<file path="config.mk">
export PLATFORM = sky130hd
export DESIGN_NAME = servo_cmd_ctrl
export DESIGN_NICKNAME = d
export VERILOG_FILES = /design/src/rtl/servo_cmd_ctrl.sv
export SDC_FILE = /design/constraint.sdc
export NUM_CORES = 1
export LEC_CHECK = 0
export BUFFER_PORTS_ARGS = -buffer_cell sky130_fd_sc_hd__buf_4
export CAP_MARGIN = 20
export CORE_ASPECT_RATIO = 1.5
export CORE_UTILIZATION = 48
export CTS_CLUSTER_SIZE = 10
export DETAILED_ROUTE_END_ITERATION = 8
export PLACE_DENSITY = 0.69
export SLEW_MARGIN = 20
export SYNTH_ARGS = -nofsm -noshare
export SYNTH_HDL_FRONTEND = slang
export SYNTH_SLANG_ARGS = --single-unit
</file>
<file path="constraint.sdc">
create_clock -name mclk -period 4.42 [get_ports mclk]
set_clock_uncertainty 0.05 [all_clocks]
set_input_delay 0.884 -clock mclk [delete_from_list [all_inputs] [get_ports mclk]]
set_output_delay 0.884 -clock mclk [all_outputs]
set_load 0.02 [all_outputs]
</file>
<file path="src/rtl/servo_cmd_ctrl.sv">
// servo_cmd_ctrl: two-button servo position commander with debounce and auto-repeat.
// Optional SERVO_CMD_HOME_EN: holding both buttons in lock homes position to MID_POS.
module servo_cmd_ctrl #(
    parameter int DEB_CYCLES    = 500000,
    parameter int REPEAT_CYCLES = 25000000,
    parameter int STEP          = 1000,
    parameter int MAX_POS       = 50000,
    parameter int MID_POS       = 25000
) (
    input  logic        mclk,
    input  logic        rst,
    input  logic        btn_up,
    input  logic        btn_dn,
    output logic [15:0] position,
    output logic        pos_valid,
    output logic        dir,
    output logic        at_limit
);
    localparam int DEB_W = $clog2(DEB_CYCLES + 1);
    localparam int REP_W = $clog2(REPEAT_CYCLES + 1);
    localparam logic [DEB_W-1:0] DEB_TC = DEB_W'(DEB_CYCLES - 1);
    localparam logic [REP_W-1:0] REP_TC = REP_W'(REPEAT_CYCLES - 1);
    localparam logic [16:0] STEP17 = 17'(STEP);
    localparam logic [16:0] MAX17  = 17'(MAX_POS);
    localparam logic [15:0] MAX16  = 16'(MAX_POS);
`ifdef SERVO_CMD_HOME_EN
    localparam logic [15:0] MID16  = 16'(MID_POS);
`endif

    typedef enum logic [1:0] {
        IDLE,
        UP_HOLD,
        DN_HOLD,
        BOTH_LOCK
    } state_t;

    // Bit 0 is the up button, bit 1 the down button.
    logic [1:0]       sync1;
    logic [1:0]       sync2;
    logic [1:0]       deb;
    logic [1:0]       deb_q;
    logic [DEB_W-1:0] deb_cnt [2];

    state_t           state;
    logic [REP_W-1:0] rep_cnt;
`ifdef SERVO_CMD_HOME_EN
    logic [REP_W-1:0] home_cnt;
    logic             home_done;
`endif

    logic        up_rise;
    logic        dn_rise;
    logic [16:0] up_sum;
    logic [16:0] dn_diff;
    logic [15:0] up_pos;
    logic [15:0] dn_pos;

    always_ff @(posedge mclk or posedge rst) begin
        if (rst) begin
            sync1 <= '0;
            sync2 <= '0;
            deb   <= '0;
            deb_q <= '0;
            for (int i = 0; i < 2; i++) begin
                deb_cnt[i] <= '0;
            end
        end else begin
            sync1 <= {btn_dn, btn_up};
            sync2 <= sync1;
            deb_q <= deb;
            // A sample matching the current level restarts the count.
            for (int i = 0; i < 2; i++) begin
                if (sync2[i] == deb[i]) begin
                    deb_cnt[i] <= '0;
                end else if (deb_cnt[i] == DEB_TC) begin
                    deb[i]     <= sync2[i];
                    deb_cnt[i] <= '0;
                end else begin
                    deb_cnt[i] <= deb_cnt[i] + DEB_W'(1);
                end
            end
        end
    end

    assign up_rise = deb[0] & ~deb_q[0];
    assign dn_rise = deb[1] & ~deb_q[1];

    always_comb begin
        up_sum  = {1'b0, position} + STEP17;
        dn_diff = {1'b0, position} - STEP17;
        up_pos  = (up_sum > MAX17) ? MAX16 : up_sum[15:0];
        dn_pos  = dn_diff[16] ? 16'd0 : dn_diff[15:0];
    end

    assign at_limit = (position == 16'd0) || (position == MAX16);

    always_ff @(posedge mclk or posedge rst) begin
        if (rst) begin
            state     <= IDLE;
            position  <= '0;
            pos_valid <= 1'b0;
            dir       <= 1'b1;
            rep_cnt   <= '0;
`ifdef SERVO_CMD_HOME_EN
            home_cnt  <= '0;
            home_done <= 1'b0;
`endif
        end else begin
            pos_valid <= 1'b0;
            unique case (state)
                IDLE: begin
                    rep_cnt <= '0;
`ifdef SERVO_CMD_HOME_EN
                    home_cnt  <= '0;
                    home_done <= 1'b0;
`endif
                    if (up_rise && (dn_rise || deb[1])) begin
                        state <= BOTH_LOCK;
                    end else if (dn_rise && deb[0]) begin
                        state <= BOTH_LOCK;
                    end else if (up_rise) begin
                        position  <= up_pos;
                        pos_valid <= (up_pos != position);
                        dir       <= 1'b1;
                        state     <= UP_HOLD;
                    end else if (dn_rise) begin
                        position  <= dn_pos;
                        pos_valid <= (dn_pos != position);
                        dir       <= 1'b0;
                        state     <= DN_HOLD;
                    end
                end
                UP_HOLD: begin
                    if (!deb[0]) begin
                        rep_cnt <= '0;
                        state   <= IDLE;
                    end else if (deb[1]) begin
                        rep_cnt <= '0;
                        state   <= BOTH_LOCK;
                    end else if (rep_cnt == REP_TC) begin
                        rep_cnt   <= '0;
                        position  <= up_pos;
                        pos_valid <= (up_pos != position);
                        dir       <= 1'b1;
                    end else begin
                        rep_cnt <= rep_cnt + REP_W'(1);
                    end
                end
                DN_HOLD: begin
                    if (!deb[1]) begin
                        rep_cnt <= '0;
                        state   <= IDLE;
                    end else if (deb[0]) begin
                        rep_cnt <= '0;
                        state   <= BOTH_LOCK;
                    end else if (rep_cnt == REP_TC) begin
                        rep_cnt   <= '0;
                        position  <= dn_pos;
                        pos_valid <= (dn_pos != position);
                        dir       <= 1'b0;
                    end else begin
                        rep_cnt <= rep_cnt + REP_W'(1);
                    end
                end
                BOTH_LOCK: begin
                    rep_cnt <= '0;
`ifdef SERVO_CMD_HOME_EN
                    // Home fires once per lock; it re-arms only via IDLE.
                    if (deb != 2'b11) begin
                        home_cnt <= '0;
                    end else if (!home_done) begin
                        if (home_cnt == REP_TC) begin
                            home_cnt  <= '0;
                            home_done <= 1'b1;
                            position  <= MID16;
                            pos_valid <= (position != MID16);
                        end else begin
                            home_cnt <= home_cnt + REP_W'(1);
                        end
                    end
`endif
                    if (deb == 2'b00) begin
                        state <= IDLE;
                    end
                end
                default: state <= IDLE;
            endcase
        end
    end

endmodule
</file>
==> out/metrics.cfg <==
[detailed_routing]
ant_nets=0
drc=0
vias=4530
vias_per_cell=5.87
drtIter0Drc=263
drtPass1Iterations=5
wirelength_mm=12.4
wl_per_cell_um=16.0

[global_routing]
grt_util_all_layers_pct=23.0
use_met1_pct=27.4
grt.busiest_layer=met2
antenna_found_initial=0
grt_overflow_total=0
grt_max_degree=34
grt_pass1_vias=4498
grt_use_met3_pct=3.88
grt_pass1_wl_mm=21.0
grt_util_met2_pct=37.5

[logic_synthesis]
syn_inst=615
synth_nets=629
synth_area_um2=5420
yosysWarnings=0
synthArstFlopShare_pct=100
syn_area_per_cell_um2=8.82
ys_seq_elements=91
synthFlopType=dfrtp_1
synth-seq-area-share_pct=42.0
synthDistinctLibCells=74
synth_edf_count=0

[pwr]
p_per_area_nw_per_um2=269
leakagePower_uw=0.00247
vdd_drop_max_mv=0.271

[worst_setup_path]
reg2reg_to=position[8]$_DFFE_PP0P_
worstPathCellList=or4_1, nor3_1, nand4_1, nand2_1, buf_4
cp-start-kind=flip-flop
crit_path_top_delay_cell=or4_1
end_kind=output port
reg2reg_from=position[4]$_DFFE_PP0P_
path_buf_inv=1
crit_type=flip-flop to output port
r2r_cells=8
cp_data_required_time_ps=3490
crit_path_max_fanout=15
critPathMaxStageDelay_ps=630
critPathTopFamily=simple AND/OR/NAND/NOR gates
r2r_slack_ps=1270
cp.arrival_ps=2390
startpoint=position[10]$_DFFE_PP0P_

[sta]
finalSetupTns_ps=0
worst_slew_pin_slew_ps=739
post-route-period-util_pct=75.2
layout_min_cycle_time_ps=3320
rsz0062_at_grt=no
relSlewSlack_pct=50.7
finalSetupViolations=0
finalHoldViolations=0
fmax_ghz=0.301
whs_ps=308
maxSlewViolCount=0
setup_slack_ps=1100

[placement]
hpwl_mm=8.88
post-place-ws_ps=1340
portBuffers=22
place_congestion=0.975

[outcome]
status=finished clean

[clock_tree]
cts_root_buffer=clkbuf_16
cts_buffer_depth=2
cts_setup_buffers=0
numCtsBuffers=9
cts_tree=yes
cts_sinks=91
cts_hold_buffers=0
clk_pin_slew_ps=60
cts_max_level=3
insertion_delay_ps=340
cts.repair.resized=0

[hold_path]
hold_path.class=flip-flop to flip-flop
hold_depth=0
hp-start=sync1[0]$_DFF_PP0_
min_to=sync2[0]$_DFF_PP0_

[run]
cap_violations=0

[die]
rows=47
num_io_pins=23
core_um2=11000
die_width_um=88.8
start_util_pct=49.3
dieArea_um2=11700
fp.dieH_um=132

[cells_and_area]
area.growth.synth_to_final_pct=9.67
n_antenna_cell=0
num-nets-final=634
drive_above_1_share_pct=10.1

[cells in the final DEF, fill, tap and decap left out, types with 4 or more instances in the layout]
cell         n
a21oi_1     19
a22oi_1      4
a31oi_1      9
and3_1      12
and4_1       4
buf_4       26
clkbuf_16    9
dfrtp_1     90
ha_1        10
inv_1       21
nand2_1     46
nand2b_1     4
nand3_1     33
nand4_1     11
nor2_1     107
nor2b_1      7
nor3_1      16
nor4_1       8
o21a_1       4
o21ai_0     26
o31ai_1      4
or2_2        4
or3_1        7
or4_1        5
xnor2_1     26
xor2_1      38
[cell type report]
type	count	area, µm²
multi-input cells	470	2920
fillers	1039	5050
well taps	147	184
clock inverters	3	22.5
inverters	22	83.8
flip-flops and latches	91	2280
repair buffers	26	195
clock buffers	13	260
[worst register-to-register path: cells and delay by family, from the launching register on]
kind                     cells  cell delay [ps]
AO/OA/AOI/OAI                6             1640
flip-flops                   1              650
adder cells (fa/ha/maj)      1              480
AND/OR/NAND/NOR              1              170
[layer usage]
metal	part of all wire, %	up-vias	wire, µm
met5	0	-	0
met4	5.6	0	692
met3	3.9	48	487
met2	51	143	6360
met1	39	2167	4820
li1	-	2172	-
[cell families after synthesis]
| group | Yosys count | share of synthesized area (%) |
|---|---|---|
| flip-flops | 91 | 42.0 |
| adder cells (fa/ha/maj) | 10 | 2.31 |
| AND/OR/NAND/NOR | 287 | 26.7 |
| AO/OA/AOI/OAI | 108 | 14.3 |
| XOR/XNOR | 64 | 10.3 |
| buffers and inverters | 54 | 4.09 |
| multiplexers | 1 | 0.208 |
[synthesized netlist by cell type, types with 5 or more instances]
library cell	count	area (µm²)
o21ai_0	26	130
nor3_1	16	80.1
and3_1	12	75.1
ha_1	10	125
or3_1	7	43.8
xor2_1	38	333
clkbuf_1	19	71.3
nor2b_1	7	43.8
buf_1	5	18.8
a31oi_1	9	56.3
or4_1	5	37.5
inv_1	22	82.6
nor4_1	8	50.1
xnor2_1	26	228
a21oi_1	19	95.1
dfrtp_1	90	2250
nand3_1	33	165
buf_2	6	30.0
nor2_1	107	402
nand2_1	46	173
nand4_1	11	68.8
[state kept, by name (all words and copies together) (netlist names)]
signal     count
deb_cnt       38
state          2
sync1          2
deb_q          2
position      16
deb            2
dir            1
pos_valid      1
rep_cnt       25
sync2          2
[power breakdown]
group          switching, µW  internal, µW  leakage [µW]  total (µW)
registers               5.06           839       0.00125         844
logic                   25.8          7.72       0.00109        33.5
clock network            310           412      0.000128         722
total                    340          1260       0.00247        1600
[worst max-delay path by stage]
stage / cells after the start / slack [ps] / end
after floorplan: 1 / 1120 / deb[0]$_DFFE_PP0P_
after global placement: 8 / 1470 / position[7]$_DFFE_PP0P_
after detailed placement: 8 / 1340 / position[8]$_DFFE_PP0P_
after CTS: 5 / 1110 / at_limit
after global routing: 5 / 940 / at_limit
final: 5 / 1100 / at_limit
[metrics by stage]
stage / cell area, µm² / total power (µW) / utilization [%] / cells
2_1_floorplan: 5420 / 883 / - / 615
3_3_place_gp: 5660 / 894 / 51.5 / 756
3_5_place_dp: 5660 / 895 / 51.5 / 756
4_1_cts: 5950 / 1620 / 54.1 / 772
5_1_grt: 5950 / 1660 / 54.1 / 772
6_report: 5950 / 1600 / 54.1 / 772
No activity file was read; power rests on OpenSTA's default activity.
